## src/rtl/imem_loader.sv

```systemverilog
// Boot loader: packs a little-endian byte stream into 32-bit words, writes them to
// instruction memory at consecutive word addresses, and holds the CPU until the image lands.
module imem_loader #(
    parameter int unsigned DEPTH  = 32,
    parameter int unsigned ADDR_W = 32
) (
    input  logic              clk,
    input  logic              rst,
    input  logic              start,
    input  logic              s_valid,
    input  logic [7:0]        s_data,
    input  logic              s_last,
    output logic              s_ready,
    output logic              wr_en,
    output logic [ADDR_W-1:0] wr_addr,
    output logic [31:0]       wr_data,
    output logic              cpu_hold,
    output logic              done,
    output logic              err
);

    // word_index must be able to reach DEPTH to detect overflow
    localparam int unsigned IDX_W = $clog2(DEPTH + 1);

    typedef enum logic [1:0] {
        S_IDLE,
        S_LOAD,
        S_DONE,
        S_ERR
    } state_e;

    state_e state_q, state_d;

    logic              s_ready_q, s_ready_d;
    logic              wr_en_q, wr_en_d;
    logic [ADDR_W-1:0] wr_addr_q, wr_addr_d;
    logic [31:0]       wr_data_q, wr_data_d;
    logic              cpu_hold_q, cpu_hold_d;
    logic              done_q, done_d;
    logic              err_q, err_d;
    logic [1:0]        lane_q, lane_d;
    logic [IDX_W-1:0]  idx_q, idx_d;
    logic [31:0]       word_q, word_d;

    logic        xfer_c;
    logic        ovf_c;
    logic        word_end_c;
    logic [31:0] merged_c;

    assign xfer_c     = s_valid && s_ready_q;
    assign ovf_c      = xfer_c && (idx_q == IDX_W'(DEPTH));
    assign word_end_c = xfer_c && !ovf_c && ((lane_q == 2'd3) || s_last);
    // Partial word is cleared after every write, so unfilled lanes stay zero
    assign merged_c   = word_q | (32'(s_data) << {lane_q, 3'b000});

    always_ff @(posedge clk) begin
        if (rst) begin
            state_q <= S_IDLE;
        end else begin
            state_q <= state_d;
        end
    end

    always_comb begin
        state_d = state_q;
        unique case (state_q)
            S_LOAD: begin
                if (ovf_c) begin
                    state_d = S_ERR;
                end else if (xfer_c && s_last) begin
                    state_d = S_DONE;
                end
            end
            default: begin
                if (start) begin
                    state_d = S_LOAD;
                end
            end
        endcase
    end

    always_comb begin
        s_ready_d  = (state_d == S_LOAD);
        wr_en_d    = 1'b0;
        wr_addr_d  = wr_addr_q;
        wr_data_d  = wr_data_q;
        cpu_hold_d = cpu_hold_q;
        done_d     = done_q;
        err_d      = err_q;
        lane_d     = lane_q;
        idx_d      = idx_q;
        word_d     = word_q;
        unique case (state_q)
            S_LOAD: begin
                if (ovf_c) begin
                    err_d      = 1'b1;
                    cpu_hold_d = 1'b1;
                end else if (word_end_c) begin
                    wr_en_d   = 1'b1;
                    wr_addr_d = ADDR_W'(idx_q) << 2;
                    wr_data_d = merged_c;
                    word_d    = '0;
                    lane_d    = '0;
                    idx_d     = idx_q + IDX_W'(1);
                    if (s_last) begin
                        done_d     = 1'b1;
                        cpu_hold_d = 1'b0;
                    end
                end else if (xfer_c) begin
                    word_d = merged_c;
                    lane_d = lane_q + 2'd1;
                end
            end
            default: begin
                if (start) begin
                    lane_d     = '0;
                    idx_d      = '0;
                    word_d     = '0;
                    done_d     = 1'b0;
                    err_d      = 1'b0;
                    cpu_hold_d = 1'b1;
                end
            end
        endcase
    end

    always_ff @(posedge clk) begin
        if (rst) begin
            s_ready_q  <= 1'b0;
            wr_en_q    <= 1'b0;
            wr_addr_q  <= '0;
            wr_data_q  <= '0;
            cpu_hold_q <= 1'b1;
            done_q     <= 1'b0;
            err_q      <= 1'b0;
            lane_q     <= '0;
            idx_q      <= '0;
            word_q     <= '0;
        end else begin
            s_ready_q  <= s_ready_d;
            wr_en_q    <= wr_en_d;
            wr_addr_q  <= wr_addr_d;
            wr_data_q  <= wr_data_d;
            cpu_hold_q <= cpu_hold_d;
            done_q     <= done_d;
            err_q      <= err_d;
            lane_q     <= lane_d;
            idx_q      <= idx_d;
            word_q     <= word_d;
        end
    end

    assign s_ready  = s_ready_q;
    assign wr_en    = wr_en_q;
    assign wr_addr  = wr_addr_q;
    assign wr_data  = wr_data_q;
    assign cpu_hold = cpu_hold_q;
    assign done     = done_q;
    assign err      = err_q;

endmodule
```

## config.mk

```make
export PLATFORM = sky130hd
export DESIGN_NAME = imem_loader
export DESIGN_NICKNAME = d
export VERILOG_FILES = /design/src/rtl/imem_loader.sv
export SDC_FILE = /design/constraint.sdc
export NUM_CORES = 1
export LEC_CHECK = 0
export CAP_MARGIN = 40
export CELL_PAD_IN_SITES_DETAIL_PLACEMENT = 2
export CELL_PAD_IN_SITES_GLOBAL_PLACEMENT = 2
export CORE_MARGIN = 2
export CORE_UTILIZATION = 32
export CTS_CLUSTER_DIAMETER = 30
export DETAILED_ROUTE_END_ITERATION = 16
export PLACE_DENSITY_LB_ADDON = 0.1
export SYNTH_ARGS = -nofsm -noshare
export SYNTH_HDL_FRONTEND = slang
export SYNTH_SLANG_ARGS = --single-unit
```

## constraint.sdc

```tcl
create_clock -name clk -period 4.7 [get_ports clk]
set_clock_uncertainty 0.1 [all_clocks]
set_input_delay 1.41 -clock clk [delete_from_list [all_inputs] [get_ports clk]]
set_output_delay 1.41 -clock clk [all_outputs]
set_load 0.05 [all_outputs]
```

* After elaboration in Yosys (flattened, before gate mapping)
Index checks and enable logic that the tools add are counted.
** Storage, ports and cells
- Register bits after elaboration :: 85
- Bits of input ports :: 13
- Output and inout port bits :: 69
- Logic and storage cells :: 74
** Operators by class
- $add $sub $neg :: 2
- Equality and inequality tests :: 11
- Shift operators :: 1
- Multiplexer cells :: 31
- Bitwise gates (word level) :: 3
- Reduce and logical (&&, ||, !) cells :: 15
** Operators by type and width (number)
- 32-bit 2-to-1 mux :: 5
- 32-bit bitwise OR :: 1
- 8-bit by 5-bit left shift with 32-bit output :: 1
- 6-bit 2-to-1 mux :: 4
- 2-bit 2-to-1 mux :: 9
- 1-bit 2-to-1 mux :: 13
- 3-bit AND reduction :: 4
- 3-bit inequality test, second input constant :: 3
- 2-bit inequality test, second input constant :: 4
- 6-bit by 1-bit adder with 6-bit output, second input constant :: 1
- 6-bit == test, second input constant :: 1
- 1-bit logical AND :: 5
- 2-bit by 1-bit == test with 1-bit output, second input constant :: 2
- 4-bit AND reduction :: 1
- 3-bit OR reduction :: 1
- 2-bit by 1-bit adder with 2-bit output, second input constant :: 1
- 2-bit == test, second input constant :: 1
- 1-bit inverter :: 2
- 2-bit AND reduction :: 1
- 2-bit nonzero test :: 1
- 1-bit logical NOT :: 1
- 1-bit logical OR :: 1

* Longest topological paths before layout
Gate-level depths: netlist of run 1.
- Depth after elaboration :: 8
- Mapped depth :: 8
- Mapped depth without buffers :: 6

* Worst setup path after synthesis of run 1
No wires, ideal clock.
- Path type :: input to register
- Start point :: input s_valid
- End point :: register wr_data_q[10], in the netlist wr_data[10]
- Library setup time :: 132 ps
- Data arrival time :: 2405 ps
- Required time :: 4468 ps
- Path slack :: 2063 ps
- Stages on the path :: 6
- Path buffers :: 2
- Cells stage by stage :: nand4b_2 a211o_1 buf_6 buf_6 a211oi_1 nor3_1
** On the way
- Cells in the longest elaborated chain, start to end :: 6
- Elaborated cells on any way between the ends :: 7
- Those cells by class :: bitwise: 1; reduce/logical: 6
** RTL lines
- from (decl) :: RTL line 10 : input logic s_valid,
- 1-bit logical AND * :: RTL line 50 : assign xfer_c = s_valid && s_ready_q;
- 1-bit logical AND :: RTL line 51 : assign ovf_c = xfer_c && (idx_q == IDX_W'(DEPTH));
- 1-bit logical NOT :: RTL line 52 : assign word_end_c = xfer_c && !ovf_c && ((lane_q == 2'd3) || s_last);
- 1-bit logical AND (2 in a row) :: RTL line 52
- 3-bit AND reduction (no line) *
- to (signal assigned) :: RTL line 143 : wr_data_q <= wr_data_d;
- to (decl) :: RTL line 37 : logic [31:0] wr_data_q, wr_data_d;
Every way passes the cells marked *; elsewhere a longest branch is shown, timed or not.
A chain may end at the register's enable or synchronous reset.

* Final worst setup path of run 1
- Start point :: input s_last
- End point :: register wr_data_q[14], in the netlist wr_data[14]
** On the way
- Cells in the longest elaborated chain, start to end :: 3
** RTL lines
- from (decl) :: RTL line 12 : input logic s_last,
- 1-bit logical OR :: RTL line 52
- 1-bit logical AND :: RTL line 52
- 3-bit AND reduction (no line)
No other way between the ends.

==> impl_metrics.csv, run 1 <==
group,metric,value,unit
status,status,"finished, final reports clean",
synth,syn_inst,360,
cells_and_area,n_antenna_cell,0,
floorplan,rows,37,
sta,fin_crit_sh,68.54,%
clock_network,clock_latency,0.37,ns
clock_network,root_buffer,"clkbuf_8",
pwr,switchingPower,0.0004107,W
pwr,combPwrFrac,10.9,%
sta,min_period,3.221,ns
floorplan,fp.dieW,107.1,um
sta,final_hold_viol_count,0,
clock_network,cts_htree_levels,3,
synth,synth_top_family_by_area,"compound AO/OA/AOI/OAI gates",
global_route,first_global_vias,2915,
pwr,power_density,346.6,mW/mm^2
critical_path,critPathArrivalTime,3.36,ns
floorplan,start_util,32.92,%
clock_network,cts_tree,"yes",
clock_network,clock-sinks,85,
critical_path,path_cells,"clkdlybuf4s50_1 > nor2_1 > buf_4 > a211o_1 > buf_4 > a211oi_1 > nor3_1",
floorplan,core-area,0.01032,mm^2
synth,synth_adder_area_share,1.105,%
sta,fin_tns_setup,0,ns
cells_and_area,multiInputGateArea,0.001439,mm^2
clock_network,cts_resized,0,
global_route,use_met3,3.404,%
placement,dp_hpwl,6473,um
min_path,min_path_type,"reg2reg",
sta,tightest_slew,0.7587,ns
route,dr.first_iter.drc_count,56,
floorplan,ioPinCount,82,
critical_path,worstPathRequired,4.84,ns
route,first_pass_iters,4,
route,routed_via_density,5.064,
cells_and_area,fill_cells,1135,
placement,place.gp.congestion,0.7526,
clock_network,clk_pin_slew,0.09,ns
route,post_drt_wl_per_cell,17.29,um
critical_path,crit_fanout,20,
global_route,grt_max_degree,39,
critical_path,startpoint_type,"input pin",
route,via_count,2785,
sta,holdWs,0.3522,ns
job,maxCapViolCount,0,
critical_path,end_kind,"register",
global_route,top_usage_layer,"met2",
pwr,ir_drop,0.1264,mV
route,wirelength,9507,um
synth,muxShareOfSynthArea,0,%
sta,rsz0062_at_grt,"no",
cells_and_area,postLayoutCellArea,0.004145,mm^2
global_route,overflow,0,
synth,synth.distinct_cells,37,
route,drc,0,
synth,seq_area_frac_synth,50.07,%
critical_path,cpPeakStageDelay,0.58,ns
pwr,sequentialPowerShare,51.0,%
placement,port_buffers,55,
synth,synthXorXnorAreaFrac,0.7732,%
sta,slew_headroom,49.32,%
clock_network,clockBufferDepth,2,
global_route,antenna_found_initial,0,
floorplan,fp.dieArea,0.01146,mm^2
synth,yosys_warnings,0,
pwr,power_frac_clock,38.1,%
critical_path,critical_path.most_common_cell,"buf_4",
pwr,p_leak,1.373,nW
critical_path,critPathKind,"in2reg",
synth,synthSimpleGateAreaFrac,16.86,%
synth,syn-cell-area,0.003398,mm^2
sta,maxSlewViolCount,0,
pwr,p_int,0.001026,W
route,final_antenna_net_count,0,
synth,synth_compound_area_share,20.43,%
cells_and_area,drive_gt1_share,7.246,%
global_route,grtUsageMet1,25.49,%
cells_and_area,regArea,0.001702,mm^2
sta,clock.fmax,0.3104,GHz
synth,yosys_register_bits,85,
placement,placed_area,0.003936,mm^2
cells_and_area,synthToLayoutAreaGrowth,21.98,%
floorplan,die_h,107.1,um
pwr,swShare,28.59,%
sta,finalSetupViolCount,0,
global_route,grt_use_met2,26.81,%
cells_and_area,nets,425,
synth,postSynthAreaPerCell,9.440,um^2
critical_path,slowest_stage,"clkdlybuf4s50_1",
global_route,grt.total_usage,17.84,%
clock_network,cts_setup_buffers,0,
global_route,grt_first_pass_wirelength,15790,um
clock_network,cts_buffers,9,
clock_network,cts_hold_buf,0,
metal layers:
| metal | wire length (um) | vias up | part of all wire, % |
|---|---|---|---|
| met5 | 0 | - | 0 |
| met4 | 108 | 0 | 1.1 |
| met3 | 343 | 8 | 3.6 |
| met2 | 4099 | 64 | 43 |
| met1 | 4956 | 1378 | 52 |
| li1 | - | 1335 | - |
worst paths after layout:
kind,start,end,slack (ns),cells after the start
setup / recovery,s_last,wr_data[14],1.48,7
hold / removal,err,err,0.35,2
setup reg to reg,idx_q[0],wr_data[14],2.32,7
hold reg to reg,err,err,0.35,2
metrics by stage:
step	total power (W)	worst slack [ns]	instances	utilization, %
6_report	0.001437	1.479	550	40.15
3_5_place_dp	0.0009067	1.103	534	38.13
2_1_floorplan	0.0008770	2.063	385	-
3_3_place_gp	0.0009051	1.083	534	38.13
4_1_cts	0.001452	1.475	550	40.15
5_1_grt	0.001497	1.370	550	40.15
kinds of logic after synthesis:
family / Yosys count
AO/OA/AOI/OAI: 89
XOR/XNOR: 3
adder cells (fa/ha/maj): 3
buffers and inverters: 55
flip-flops: 85
other: 1
AND/OR/NAND/NOR: 124
registers in the layout (all words and copies together) (netlist names):
signal and flops:
done 1, cpu_hold 1, word_q 32, wr_en 1, err 1, wr_data 32, idx_q 6, lane_q 2
s_ready 1, wr_addr 6, state_q 2
worst max-delay path: cells and delay by family:
family	cells	cell delay, ns
compound gates	2	0.74
buf+inv	3	1.04
simple gates	2	0.16
cells in the final DEF (no fill, tap or decap), types with 2 or more instances in the layout:
cell	instances
dfxtp_1	85
conb_1	26
and2_1	2
clkdlybuf4s50_1	55
o2bb2ai_1	31
ha_1	3
clkinv_4	2
nor4_1	2
a211oi_1	35
nand3_1	7
a21oi_1	10
clkinvlp_4	2
o21a_1	2
buf_4	7
nand2_1	27
nor2b_1	3
inv_1	6
clkbuf_8	10
o21ai_0	2
nor2_1	42
xnor2_1	3
nand4_1	3
nor3_1	32
power groups by stage:
stage	sequential, W	combinational [W]	clock (W)
final	0.000733	0.000157	0.000547
after global routing	0.000735	0.000167	0.000595
after CTS	0.000734	0.000157	0.000561
after detailed placement	0.000751	0.000156	0
after global placement	0.000750	0.000155	0
after floorplan	0.000773	0.000104	0
synthesized netlist by cell type:
| cell | n | area, um^2 |
|---|---|---|
| buf_1 | 1 | 3.750 |
| nand3_1 | 7 | 35.03 |
| nor2_1 | 43 | 161.4 |
| clkbuf_1 | 8 | 30.03 |
| conb_1 | 1 | 3.750 |
| nor2b_1 | 3 | 18.77 |
| o41ai_2 | 1 | 16.27 |
| a211o_1 | 1 | 8.760 |
| dfxtp_1 | 85 | 1702 |
| nor4_1 | 2 | 12.51 |
| a2bb2o_1 | 1 | 10.01 |
| or2_2 | 1 | 6.260 |
| a21o_1 | 1 | 7.510 |
| a21oi_1 | 10 | 50.05 |
| o21a_1 | 2 | 15.01 |
| o21ai_0 | 2 | 10.01 |
| xnor2_1 | 3 | 26.28 |
| o2bb2ai_1 | 31 | 271.5 |
| a32oi_1 | 1 | 8.760 |
| inv_1 | 6 | 22.52 |
| nand4_1 | 3 | 18.77 |
| nand4b_2 | 1 | 15.01 |
| nand2_1 | 27 | 101.4 |
| a31oi_1 | 1 | 6.260 |
| nor4b_1 | 1 | 8.760 |
| a211oi_1 | 35 | 262.8 |
| a211oi_2 | 1 | 12.51 |
| and4bb_4 | 1 | 16.27 |
| ha_1 | 3 | 37.54 |
| buf_6 | 6 | 67.56 |
| nor3_1 | 32 | 160.2 |
| a21oi_2 | 1 | 8.760 |
| buf_4 | 27 | 202.7 |
| and2_1 | 2 | 12.51 |
| o22ai_1 | 1 | 6.260 |
| nand2b_1 | 1 | 6.260 |
| buf_2 | 7 | 35.03 |
final cells by class:
type / count / area share [%]
Sequential cell: 85 / 41.05
Multi-Input combinational cell: 245 / 34.71
Timing Repair Buffer: 62 / 14.55
Tap cell: 136 / 4.105
Clock buffer: 10 / 3.320
Clock inverter: 6 / 1.720
Inverter: 6 / 0.5433
Note: power is estimated with default switching activity, not from simulation.
==> inputs of run 2 (changes only) <==
--- a/config.mk
+++ b/config.mk
@@ -9,7 +9,7 @@
 export CELL_PAD_IN_SITES_DETAIL_PLACEMENT = 2
 export CELL_PAD_IN_SITES_GLOBAL_PLACEMENT = 2
 export CORE_MARGIN = 2
-export CORE_UTILIZATION = 32
+export CORE_UTILIZATION = 30
 export CTS_CLUSTER_DIAMETER = 30
 export DETAILED_ROUTE_END_ITERATION = 16
 export PLACE_DENSITY_LB_ADDON = 0.1
==> constraint.sdc (replaced) <==
create_clock -name clk -period 3 [get_ports clk]
set_clock_uncertainty 0.1 [all_clocks]
set_input_delay 0.9 -clock clk [delete_from_list [all_inputs] [get_ports clk]]
set_output_delay 0.9 -clock clk [all_outputs]
set_load 0.05 [all_outputs]
==> run 2 against run 1 <==
  * Clock power rose by 110%
  * Design area up 4.0%
  * First-iteration DRC count grew 23%
  * Count of clock-buffer cells in the layout decreased by 1
  * Hold slack gained 0.0056 ns
  * Largest cell class unchanged
==> impl_metrics.csv, run 2 (synthesized netlist as in run 1, its figures left out) <==
group,metric,value,unit
status,status,"finished, final reports clean",
sta,min_period,2.572,ns
global_route,overflow,0,
clock_network,clock_latency,0.33,ns
pwr,p_int,0.001858,W
critical_path,crit_fanout,26,
sta,clock.fmax,0.3887,GHz
global_route,grt_max_degree,43,
sta,rsz0062_at_grt,"no",
pwr,switchingPower,0.0006952,W
clock_network,cts_htree_levels,3,
cells_and_area,drive_gt1_share,8.789,%
floorplan,fp.dieArea,0.01219,mm^2
floorplan,fp.dieW,110.4,um
sta,final_hold_viol_count,0,
sta,slew_headroom,49.62,%
critical_path,startpoint_type,"input pin",
clock_network,clock-sinks,85,
sta,fin_tns_setup,0,ns
route,wirelength,10000,um
global_route,grt.total_usage,16.77,%
placement,place.gp.congestion,0.7681,
clock_network,cts_setup_buffers,0,
sta,fin_ws,0.4276,ns
sta,fin_crit_sh,85.75,%
critical_path,critPathCapture,"word_q[30]",
floorplan,start_util,31.08,%
pwr,power_density,591.9,mW/mm^2
cells_and_area,nets,432,
sta,maxSlewViolCount,0,
route,final_antenna_net_count,0,
critical_path,worstPathRequired,3.14,ns
placement,port_buffers,55,
route,via_count,2811,
job,maxCapViolCount,0,
critical_path,r2r-end,"wr_data[19]",
critical_path,r2r_setup_slack,0.74,ns
global_route,antenna_found_initial,0,
placement,place_ws,0.1585,ns
critical_path,path_cells,"clkdlybuf4s50_1 > nor2_1 > a211oi_4 > nor2_2 > buf_4 > o2bb2ai_1",
pwr,swShare,27.23,%
floorplan,ioPinCount,82,
route,dr.first_iter.drc_count,69,
route,post_drt_wl_per_cell,17.83,um
pwr,p_leak,1.468,nW
critical_path,crit_buf_inv,2,
pwr,combPwrFrac,9.9,%
floorplan,die_h,110.4,um
sta,finalSetupViolCount,0,
critical_path,cp.depth,6,
critical_path,end_kind,"register",
cells_and_area,synthToLayoutAreaGrowth,26.91,%
clock_network,clk_pin_slew,0.07,ns
critical_path,rr_startpoint,"idx_q[0]",
critical_path,cpPeakStageDelay,0.45,ns
cells_and_area,mostFrequentLayoutCell,"dfxtp_1",
placement,dp_hpwl,6909,um
route,drc,0,
clock_network,cts_tree,"yes",
pwr,sequentialPowerShare,45.0,%
clock_network,cts_buffers,9,
route,first_pass_iters,4,
pwr,ir_drop,0.2243,mV
floorplan,rows,38,
clock_network,root_buffer,"clkbuf_16",
clock_network,cts_resized,0,
global_route,grt_first_pass_wirelength,16510,um
cells_and_area,n_antenna_cell,0,
clock_network,cts_hold_buf,0,
sta,tightest_slew,0.7529,ns
floorplan,core-area,0.01094,mm^2
critical_path,critPathArrivalTime,2.71,ns
critical_path,ff2ff_path_depth,7,
critical_path,slowest_stage,"nor2_1",
min_path,min_path_type,"reg2reg",
route,routed_via_density,5.011,
critical_path,critPathTopFamily,"buffers and inverters",
cells_and_area,layout_common_cells,"dfxtp_1, clkdlybuf4s50_1, nor2_1",
pwr,power_frac_clock,45.1,%
global_route,first_global_vias,3018,
clock_network,clockBufferDepth,2,
critical_path,startpoint,"s_last",
critical_path,critPathKind,"in2reg",
[run 2: cell types whose count changed in the layout (fill, tap and decap cells not counted)]
cell | before | now
clkbuf_16 | 0 | 9
clkbuf_8 | 10 | 0
inv_6 | 1 | 2
buf_4 | 7 | 13
clkinv_2 | 0 | 1
inv_8 | 0 | 1
buf_12 | 0 | 1
clkinvlp_4 | 2 | 0
[run 2: power groups by stage]
stage	clock network, W	logic [W]	registers (W)
6_report	0.00115	0.000252	0.00115
5_1_grt	0.00123	0.000267	0.00115
4_1_cts	0.00117	0.000252	0.00115
3_5_place_dp	0	0.000250	0.00118
3_3_place_gp	0	0.000247	0.00118
2_1_floorplan	0	0.000162	0.00121
[run 2: layout make-up]
class / instances / area [um^2]
Clock buffer: 9 / 225.2
Clock inverter: 7 / 81.33
Fill cell: 1228 / 6623
Inverter: 6 / 22.52
Multi-Input combinational cell: 245 / 1439
Sequential cell: 85 / 1702
Tap cell: 140 / 175.2
Timing Repair Buffer: 69 / 668.1
[run 2: worst min path at each step]
stage | from | end | cells after the start
CTS | err | err | 2
finish | err | err | 2
global placement | err | err | 2
floorplan | word_q[0] | word_q[0] | 1
global route | word_q[13] | word_q[13] | 1
detailed placement | err | err | 2
[run 2: metrics by stage]
step	total power [W]	cells	instance area [um^2]	utilization [%]	hold slack, ns
5_1_grt	0.002652	561	4313	39.44	0.3842
6_report	0.002553	561	4313	39.44	0.3578
2_1_floorplan	0.001374	385	3492	-	0.3337
3_5_place_dp	0.001426	545	4006	36.64	0.3512
3_3_place_gp	0.001422	545	4006	36.64	0.3413
4_1_cts	0.002576	561	4313	39.44	0.3611
[run 2: routing by layer]
| metal | global-route usage (%) | share of wire (%) |
|---|---|---|
| met1 | 23.70 | 52 |
| met2 | 25.81 | 44 |
| met3 | 2.909 | 3.4 |
| met4 | 5.750 | 0.91 |
| met5 | 0 | 0 |
[run 2: worst min-delay path: stages, from the launching register on]
cell and delay (ns):
dfxtp_1 0.31, inv_1 0.05, a21oi_1 0.05
==> inputs of run 3 (changes only) <==
--- a/config.mk
+++ b/config.mk
@@ -12,7 +12,7 @@
 export CORE_UTILIZATION = 30
 export CTS_CLUSTER_DIAMETER = 30
 export DETAILED_ROUTE_END_ITERATION = 16
-export PLACE_DENSITY_LB_ADDON = 0.1
+export PLACE_DENSITY = 0.89
 export SYNTH_ARGS = -nofsm -noshare
 export SYNTH_HDL_FRONTEND = slang
 export SYNTH_SLANG_ARGS = --single-unit
==> run 3 against run 2 <==
  * Sequential share of layout area shrank 0.18 points
  * Hold slack gained 0.0064 ns
  * Die area is the same
  * Clock power shrank 3%
  * Global-route usage grew 1.1 points
  * Via count grew 3.0%
  * Sequential power is essentially flat
==> impl_metrics.csv, run 3 (synthesized netlist as in run 1, its figures left out) <==
group,metric,value,unit
clock_network,clock-sinks,85,
pwr,p_int,0.001847,W
floorplan,core-area,0.01094,mm^2
cells_and_area,regArea,0.001702,mm^2
pwr,swShare,26.51,%
floorplan,ioPinCount,82,
cells_and_area,mostFrequentLayoutCell,"dfxtp_1",
clock_network,cts_resized,0,
placement,place.gp.congestion,0.8293,
critical_path,cpPeakStageDelay,0.50,ns
placement,dp_hpwl,7081,um
clock_network,clk_pin_slew,0.06,ns
critical_path,startpoint,"s_valid",
cells_and_area,layout_common_cells,"dfxtp_1, clkdlybuf4s50_1, nor2_1",
global_route,grt_first_pass_wirelength,17360,um
sta,fin_tns_setup,0,ns
critical_path,slowest_stage,"clkdlybuf4s50_1",
floorplan,rows,38,
pwr,switchingPower,0.0006664,W
global_route,grt_max_degree,35,
critical_path,end_kind,"register",
clock_network,cts_hold_buf,0,
global_route,antenna_found_initial,0,
cells_and_area,nets,435,
clock_network,cts_setup_buffers,0,
clock_network,cts_buffers,9,
cells_and_area,multiInputGateArea,0.001439,mm^2
sta,final_hold_viol_count,0,
critical_path,startpoint_type,"input pin",
clock_network,clockBufferDepth,2,
sta,min_period,2.652,ns
sta,maxSlewViolCount,0,
cells_and_area,drive_gt1_share,8.983,%
placement,dp.cells,548,
route,wirelength,10810,um
clock_network,cts_htree_levels,3,
pwr,power_density,580.1,mW/mm^2
route,first_pass_iters,4,
critical_path,path_cells,"clkdlybuf4s50_1 > nand4b_2 > buf_4 > a21oi_2 > nand3_1 > o2bb2ai_1",
route,final_antenna_net_count,0,
route,dr.first_iter.drc_count,74,
floorplan,die_h,110.4,um
global_route,overflow,0,
clock_network,cts_tree,"yes",
floorplan,fp.dieW,110.4,um
pwr,power_frac_clock,44.0,%
pwr,combPwrFrac,10.2,%
global_route,first_global_vias,3190,
critical_path,rr_startpoint,"idx_q[0]",
global_route,grt.total_usage,17.92,%
job,maxCapViolCount,0,
route,via_count,2896,
route,routed_via_density,5.144,
critical_path,critPathArrivalTime,2.80,ns
sta,clock.fmax,0.3771,GHz
floorplan,fp.dieArea,0.01219,mm^2
cells_and_area,fill_cells,1193,
route,drc,0,
clock_network,root_buffer,"clkbuf_16",
cells_and_area,n_antenna_cell,0,
sta,slew_headroom,48.68,%
clock_network,clock_latency,0.34,ns
floorplan,start_util,31.08,%
sta,tightest_slew,0.7669,ns
critical_path,crit_fanout,9,
cells_and_area,final_cells,563,
placement,port_buffers,55,
sta,finalSetupViolCount,0,
sta,rsz0062_at_grt,"no",
route,post_drt_wl_per_cell,19.19,um
pwr,p_leak,1.469,nW
pwr,sequentialPowerShare,45.8,%
cells_and_area,synthToLayoutAreaGrowth,27.50,%
min_path,min_path_type,"reg2reg",
critical_path,worstPathRequired,3.15,ns
sta,fin_crit_sh,88.39,%
status,status,"finished, final reports clean",
critical_path,critPathKind,"in2reg",
min_path,min-delay-start,"err",
pwr,ir_drop,0.2169,mV
## run 3: changes by cell type in the layout (fill, tap and decap cells not counted)
cell,before,now
buf_12,1,2
buf_4,13,15
clkbuf_1,0,1
clkinv_2,1,0
clkinvlp_4,0,2
inv_6,2,0
inv_8,1,0
## run 3: path summary, 6_finish.rpt
| check | end | slack [ns] | depth (start not counted) |
|---|---|---|---|
| setup / recovery | word_q[6] | 0.35 | 6 |
| hold reg to reg | err | 0.36 | 2 |
| setup reg to reg | word_q[6] | 0.71 | 6 |
| hold / removal | err | 0.36 | 2 |
## run 3: cell type report
type | instances | share of cell area, %
Tap cell | 140 | 4.043
Clock buffer | 10 | 5.284
Sequential cell | 85 | 39.27
Timing Repair Buffer | 72 | 16.23
Multi-Input combinational cell | 245 | 33.21
Inverter | 6 | 0.5198
Clock inverter | 5 | 1.444
## run 3: worst max-delay path, delay by kind of cell
family	cells	cell delay, ns
buffers and inverters	2	0.69
AND/OR/NAND/NOR	2	0.54
AO/OA/AOI/OAI	2	0.67
## run 3: metrics by stage
stage	power (W)	worst slack (ns)	util (%)	area, um^2	hold slack (ns)
3_3_place_gp	0.001422	0.2511	36.96	4041	0.3418
4_1_cts	0.002542	0.3679	39.62	4333	0.3697
6_report	0.002514	0.3484	39.62	4333	0.3642
2_1_floorplan	0.001374	0.8730	-	3492	0.3337
3_5_place_dp	0.001429	0.1305	36.96	4041	0.3525
5_1_grt	0.002607	0.1408	39.62	4333	0.3831
## run 3: power groups by stage
stage | Sequential, W | Combinational, W | Clock [W]
after global routing | 0.00115 | 0.000271 | 0.00118
final | 0.00115 | 0.000257 | 0.00111
after floorplan | 0.00121 | 0.000162 | 0
after detailed placement | 0.00118 | 0.000253 | 0
after CTS | 0.00115 | 0.000257 | 0.00113
after global placement | 0.00118 | 0.000247 | 0
## run 3: per-layer routing
metal	vias to the layer above	global-route usage [%]	part of all wire (%)
met2	68	31.66	52
met3	22	3.952	3.2
met5	-	0	0
met4	0	8.500	2.6
li1	1356	-	-
met1	1450	20.47	42
